`src/rtl/pipe_stage_reg.sv`:
```
// Reusable inter-stage pipeline register: valid/ready handshake, 2-entry skid buffer,
// flush, and a writeback-forwarding tap taken straight from the output entry.
//
// state | meaning
// EMPTY | no entry held, out_valid=0
// ONE   | main entry valid, skid empty
// FULL  | main and skid both valid, in_ready=0
module pipe_stage_reg #(
    parameter int                 DATA_W     = 32,
    parameter int                 RD_W       = 5,
    parameter int                 CTRL_W     = 2,
    parameter logic [CTRL_W-1:0]  CTRL_RESET = {CTRL_W{1'b0}}
) (
    input  logic              clk,
    input  logic              rst,
    input  logic              flush,
    input  logic              in_valid,
    output logic              in_ready,
    input  logic [RD_W-1:0]   in_rd_addr,
    input  logic [DATA_W-1:0] in_data,
    input  logic [CTRL_W-1:0] in_ctrl,
    output logic              out_valid,
    input  logic              out_ready,
    output logic [RD_W-1:0]   out_rd_addr,
    output logic [DATA_W-1:0] out_data,
    output logic [CTRL_W-1:0] out_ctrl,
    output logic              fwd_hit,
    output logic [RD_W-1:0]   fwd_rd_addr,
    output logic [DATA_W-1:0] fwd_data
);

    typedef enum logic [1:0] {
        EMPTY = 2'd0,
        ONE   = 2'd1,
        FULL  = 2'd2
    } state_t;

    state_t state;
    state_t state_next;

    logic              main_valid;
    logic              skid_valid;
    logic              in_fire;
    logic              out_fire;
    logic              load_main_in;
    logic              load_main_skid;
    logic              load_skid;

    logic [RD_W-1:0]   skid_rd_addr;
    logic [DATA_W-1:0] skid_data;
    logic [CTRL_W-1:0] skid_ctrl;

    always_ff @(posedge clk) begin
        if (rst) begin
            state <= EMPTY;
        end else begin
            state <= state_next;
        end
    end

    always_comb begin
        state_next = state;
        if (flush) begin
            state_next = EMPTY;
        end else begin
            case (state)
                EMPTY: if (in_fire) state_next = ONE;
                ONE: begin
                    if (in_fire && !out_fire)      state_next = FULL;
                    else if (!in_fire && out_fire) state_next = EMPTY;
                end
                FULL: if (out_fire) state_next = ONE;
                default: state_next = EMPTY;
            endcase
        end
    end

    // in_ready looks only at registered state and rst, so no combinational path from out_ready.
    always_comb begin
        main_valid     = (state == ONE) || (state == FULL);
        skid_valid     = (state == FULL);
        in_ready       = !rst && !skid_valid;
        out_valid      = main_valid;
        in_fire        = in_valid && in_ready;
        out_fire       = main_valid && out_ready;
        load_main_in   = !flush && in_fire && ((state == EMPTY) || ((state == ONE) && out_fire));
        load_skid      = !flush && in_fire && (state == ONE) && !out_fire;
        load_main_skid = !flush && (state == FULL) && out_fire;
    end

    // Payload registers only move on real transfers; flush leaves stale values in place.
    always_ff @(posedge clk) begin
        if (rst) begin
            out_rd_addr  <= '0;
            out_data     <= '0;
            out_ctrl     <= CTRL_RESET;
            skid_rd_addr <= '0;
            skid_data    <= '0;
            skid_ctrl    <= '0;
        end else begin
            if (load_main_in) begin
                out_rd_addr <= in_rd_addr;
                out_data    <= in_data;
                out_ctrl    <= in_ctrl;
            end else if (load_main_skid) begin
                out_rd_addr <= skid_rd_addr;
                out_data    <= skid_data;
                out_ctrl    <= skid_ctrl;
            end
            if (load_skid) begin
                skid_rd_addr <= in_rd_addr;
                skid_data    <= in_data;
                skid_ctrl    <= in_ctrl;
            end
        end
    end

    assign fwd_hit     = main_valid && out_ctrl[0] && (out_rd_addr != '0);
    assign fwd_rd_addr = out_rd_addr;
    assign fwd_data    = out_data;

endmodule

```
`config.mk`:
```
export PLATFORM = sky130hd
export DESIGN_NAME = pipe_stage_reg
export DESIGN_NICKNAME = d
export VERILOG_FILES = /design/src/rtl/pipe_stage_reg.sv
export SDC_FILE = /design/constraint.sdc
export NUM_CORES = 1
export LEC_CHECK = 0
export CAP_MARGIN = 30
export CORE_ASPECT_RATIO = 0.6
export CORE_MARGIN = 5
export CORE_UTILIZATION = 50
export CTS_BUF_LIST = sky130_fd_sc_hd__clkbuf_8 sky130_fd_sc_hd__clkbuf_16
export CTS_CLUSTER_SIZE = 24
export DETAILED_ROUTE_END_ITERATION = 6
export GPL_TIMING_DRIVEN = 0
export PLACE_DENSITY = 0.83
export SLEW_MARGIN = 30
export SYNTH_ARGS = -nofsm -noshare
export SYNTH_HDL_FRONTEND = slang
export SYNTH_SLANG_ARGS = --single-unit
export TNS_END_PERCENT = 10
```
`constraint.sdc`:
```
create_clock -name clk -period 3.85 [get_ports clk]
set_clock_uncertainty 0.1 [all_clocks]
set_input_delay 0.5775 -clock clk [delete_from_list [all_inputs] [get_ports clk]]
set_output_delay 0.5775 -clock clk [all_outputs]
set_load 0.01 [all_outputs]
```
==> metrics.txt, run 1 <==
final instance area 5550 um^2; initial antenna violation count 0; layout cells sized above 1 16.0%; DRC viols 0; Synth Instances 423; crit path max fanout 10; die footprint 9720 um^2; core area 7420 um^2; Least-Margin Pin Slew 0.781 ns; number of I/O port buffers 122; post-synth cell types 30; area post-placement 5250 um^2; Util after Layout 74.8%; CTS root buffer clkbuf_16; Rows 24; 1st-pass router iterations 5; synthesized cell area 3900 um^2; Setup CP Type in2out; Final Max Slew Viols 0; worst hold path type reg2reg; Fmax achieved 327 MHz; status finished, final reports clean; initial core utilization 52.5%; # clock sinks 80; Final Hold Fails 0; maximum number of pins on one net before global-route repair 14; crit share post-route 79.4%; Area growth syn-to-layout 42.4%; CP Launch Point rst; vias in the first global route 3800; max_cap viols 0; slew margin rel. 47.9%; first-pass GRT wire length 18900 um; clock transition at the registers of the reported paths 0.05 ns; Post-CTS Hold Buffers 0; DP HPWL 8760 um; DRT Wirelength 12100 um; crit path time final 3.06 ns; total track usage 24.7%; Die Height 78.4 um; clk_lat worst skew 0.34 ns; post-synthesis sequential area ratio 41.1%; Longest Clk Path Bufs 2; CTS tree built; Antenna Cells 0; post-CTS setup buffers 0; Pleak 2.20 nW; RSZ-0062 raised after global routing no; WP data required 3.17 ns; Nets 606; post_cts resized 0; startpoint types input port; Via density 5.76; Syn Nets 473; DR vias 3830; CP endpoint kind primary output; CTS Buf Count 9; die width 124 um; PD cells 370 nW/um^2; final count of negative-setup-slack endpoints 0; Yosys warnings 0; GR Overflow Total 0; post-route antenna net violation count 0; H-tree levels 3; synthesized area per cell 9.21 um^2; register bit total from synthesis 80; RR Startpoint state[0]; setup total negative slack 0 ns; io pins 123; CP Data Arrival Time 2.38 ns; total design power 2.05 mW; Starting DRT DRC Count 357; drt wl/cell 18.2 um; Worst Hold Launch skid_data[18]; Peak VDD IR 255 uV; Fillers 538; Routability Congestion 0.832
## worst max-delay path: stages
cell and delay, ns:
clkdlybuf4s50_1 0.48, buf_2 0.22, clkbuf_1 0.43, nor2_1 0.14, clkdlybuf4s50_1 0.52
## metal layers
| layer | part of all wire, % | vias to the layer above | GRT usage, % |
|---|---|---|---|
| li1 | - | 1770 | - |
| met1 | 42 | 1824 | 32.3 |
| met2 | 46 | 210 | 39.3 |
| met3 | 9.4 | 26 | 6.82 |
| met4 | 2.1 | 0 | 8.85 |
| met5 | 0 | - | 0 |
## layout by cell type, fill, tap and decap left out, types with 12 or more instances in the layout
cell,count
a211oi_1,39
a21oi_1,39
buf_2,12
buf_4,37
clkbuf_1,25
clkdlybuf4s50_1,122
dfxtp_1,80
mux2i_1,40
nand3_1,40
nor3_1,19
nor3_2,20
o21ai_0,31
## area by class of cell
| class | count | area (um^2) | area share (%) |
|---|---|---|---|
| multi-input cells | 260 | 1800 | 32.4 |
| flip-flops and latches | 80 | 1600 | 28.9 |
| well taps | 104 | 130 | 2.35 |
| clock inverters | 6 | 60.1 | 1.08 |
| clock buffers | 10 | 239 | 4.31 |
| inverters | 4 | 15.0 | 0.271 |
| plain buffers | 79 | 480 | 8.66 |
| repair buffers | 122 | 1220 | 22.0 |
## cells in the mapped netlist (all sizes together)
| cell | instances | area share [%] |
|---|---|---|
| nand4b | 2 | 0.45 |
| mux2i | 40 | 10 |
| o21ai | 39 | 5.0 |
| inv | 4 | 0.39 |
| ha | 6 | 1.9 |
| o311a | 1 | 0.26 |
| a21bo | 1 | 0.26 |
| nor2 | 2 | 0.19 |
| o211a | 1 | 0.26 |
| a21oi | 39 | 5.0 |
| a211oi | 39 | 7.5 |
| nor3 | 39 | 7.6 |
| nor4b | 1 | 0.61 |
| or3 | 1 | 0.16 |
| nand2 | 3 | 0.29 |
| dfxtp | 80 | 41 |
| nand2b | 1 | 0.16 |
| nand3 | 40 | 5.1 |
| nor3b | 1 | 0.19 |
| clkbuf | 25 | 2.4 |
| buf | 54 | 9.9 |
| a21boi | 1 | 0.19 |
| or4b | 1 | 0.26 |
| o221a | 1 | 0.29 |
| a31oi | 1 | 0.16 |
## flip-flops by register name, indices dropped and copies added (netlist names)
register,cells
skid_data,32
fwd_data,32
skid_rd_addr,5
skid_ctrl,2
fwd_rd_addr,5
state,2
out_ctrl,2
## worst paths after layout
| kind | endpoint | slack [ns] | depth (start not counted) |
|---|---|---|---|
| worst max register to register | skid_data[29] | 1.27 | 7 |
| worst min register to register | skid_data[18] | 0.38 | 2 |
| worst min-delay path | skid_data[18] | 0.38 | 2 |
| worst max-delay path | in_ready | 0.79 | 5 |
## logic make-up after synthesis
kind of cell	count (synthesis)	synth area share, %
AOI/OAI and AO/OA	123	18.9
and+or+nand+nor	91	15.0
buffers and inverters	83	12.7
DFF	80	41.1
muxes	40	10.3
adders and majority gates	6	1.93
## metrics by stage
stage                     hold WS [ns]  std cells  setup WS, ns
after floorplan                  0.353        423          1.86
after global placement           0.361        649         0.824
after detailed placement         0.367        649         0.819
after CTS                        0.378        665         0.814
after global routing             0.404        665         0.703
final                            0.381        665         0.794
## power breakdown
group          switching, mW  internal [mW]
clock network          0.341          0.518
registers             0.0218          0.853
logic                  0.149          0.171
total                  0.511           1.54
No activity file was read; power rests on OpenSTA's default activity.
==> inputs of run 2 (changes only) <==
--- a/config.mk
+++ b/config.mk
@@ -8,12 +8,12 @@
 export CAP_MARGIN = 30
 export CORE_ASPECT_RATIO = 0.6
 export CORE_MARGIN = 5
-export CORE_UTILIZATION = 50
+export CORE_UTILIZATION = 47
 export CTS_BUF_LIST = sky130_fd_sc_hd__clkbuf_8 sky130_fd_sc_hd__clkbuf_16
 export CTS_CLUSTER_SIZE = 24
 export DETAILED_ROUTE_END_ITERATION = 6
 export GPL_TIMING_DRIVEN = 0
-export PLACE_DENSITY = 0.83
+export PLACE_DENSITY = 0.79
 export SLEW_MARGIN = 30
 export SYNTH_ARGS = -nofsm -noshare
 export SYNTH_HDL_FRONTEND = slang
==> constraint.sdc (replaced) <==
create_clock -name clk -period 3 [get_ports clk]
set_clock_uncertainty 0.1 [all_clocks]
set_input_delay 0.45 -clock clk [delete_from_list [all_inputs] [get_ports clk]]
set_output_delay 0.45 -clock clk [all_outputs]
set_load 0.01 [all_outputs]
==> run 2 against run 1 <==
Net effect: sequential share of layout area down 0.084 points; critical path depth unchanged; die area up 5.7%; core utilization down 5.0 points; count of clock-buffer cells in the layout down 1; final area up 0.29%; cell count up 0.45%; worst hold slack worse by 0.0058 ns; clock power up 34%; combinational power up 27%; setup slack worse by 0.57 ns.
==> metrics.txt, run 2 (synthesis results as in run 1) <==
Longest Clk Path Bufs 2; maximum number of pins on one net before global-route repair 14; CP Data Arrival Time 2.23 ns; final count of negative-setup-slack endpoints 0; worst hold path type reg2reg; vias in the first global route 3697; Critical-path top delay cell clkdlybuf4s50_1; CTS Buf Count 9; initial antenna violation count 0; area post-placement 5250 um^2; die footprint 10300 um^2; total track usage 22.7%; PnR worst setup slack 0.219 ns; Final Hold Fails 0; Starting DRT DRC Count 350; Fmax achieved 360 MHz; Setup CP Type in2out; Top cell by count, worst path clkdlybuf4s50_1; first-pass GRT wire length 18700 um; Worst Hold Launch skid_data[15]; Pleak 2.19 nW; core area 7980 um^2; CP Launch Point rst; clk_lat worst skew 0.33 ns; Post-CTS Hold Buffers 0; dpl ws 0.247 ns; initial core utilization 48.8%; PD cells 481 nW/um^2; # clock sinks 80; Final Max Slew Viols 0; Via density 5.66; 1st-pass router iterations 5; Antenna Cells 0; startpoint types input port; most frequent cells in the layout clkdlybuf4s50_1, dfxtp_1, mux2i_1, nand3_1; max_cap viols 0; CTS root buffer clkbuf_16; Peak VDD IR 331 uV; post-CTS setup buffers 0; status finished, final reports clean; layout cells sized above 1 16.3%; Rows 25; Worst path max stage delay 0.52 ns; Routability Congestion 0.808; post_cts resized 0; Nets 606; CTS tree built; DRC viols 0; DRT Wirelength 11700 um; crit path max fanout 10; Fillers 633; post-route antenna net violation count 0; io pins 123; setup total negative slack 0 ns; RSZ-0062 raised after global routing no; clock transition at the registers of the reported paths 0.06 ns; number of I/O port buffers 122; slew margin rel. 45.5%; Die Height 80.5 um; Area growth syn-to-layout 42.8%; H-tree levels 3; total design power 2.68 mW; CP endpoint kind primary output; CP Cell Sequence clkdlybuf4s50_1 -> buf_2 -> clkbuf_1 -> nor2_1 -> clkdlybuf4s50_1; crit share post-route 92.7%; drt wl/cell 17.6 um; Least-Margin Pin Slew 0.817 ns; RR Startpoint state[1]; die width 128 um; DP HPWL 8510 um; GR Overflow Total 0; final instance area 5560 um^2; commonest non-fill, non-tap cell in the layout clkdlybuf4s50_1; DR vias 3782; WP data required 2.45 ns; crit path time final 2.78 ns
## run 2: routing by layer
layer  track usage [%]  share of wire (%)
met2              37.0                 46
met3              5.05                8.0
met4              5.57               0.99
met1              30.6                 45
met5                 0                  0
## run 2: final timing paths
kind / end / slack (ns) / cells after the start
max: in_ready / 0.22 / 5
min: skid_data[15] / 0.38 / 2
max reg2reg: skid_rd_addr[0] / 0.44 / 7
min reg2reg: skid_data[15] / 0.38 / 2
## run 2: area by class of cell
cell class	instances	area (um^2)	area share, %
clock buffers	9	225	4.05
inverters	4	15.0	0.270
well taps	108	135	2.43
multi-input cells	260	1800	32.3
flip-flops and latches	80	1600	28.8
repair buffers	122	1220	22.0
clock inverters	6	85.1	1.53
plain buffers	79	480	8.64
## run 2: power by group
part	switching (mW)	internal [mW]	leakage, nW	total, mW
Combinational	0.189	0.220	1.39	0.408
Sequential	0.0267	1.09	0.649	1.12
Clock	0.428	0.721	0.147	1.15
Total	0.643	2.04	2.19	2.68
## run 2: stage by stage
stage	util [%]	std cells	hold slack, ns
CTS	69.7	668	0.374
global placement	65.9	653	0.360
floorplan	-	423	0.353
detailed placement	65.9	653	0.366
global route	69.7	668	0.403
finish	69.7	668	0.376
## run 2: worst max-delay path: cells and delay by family
family        cells  cell delay (ns)
buf+inv           4             1.68
simple gates      1             0.11
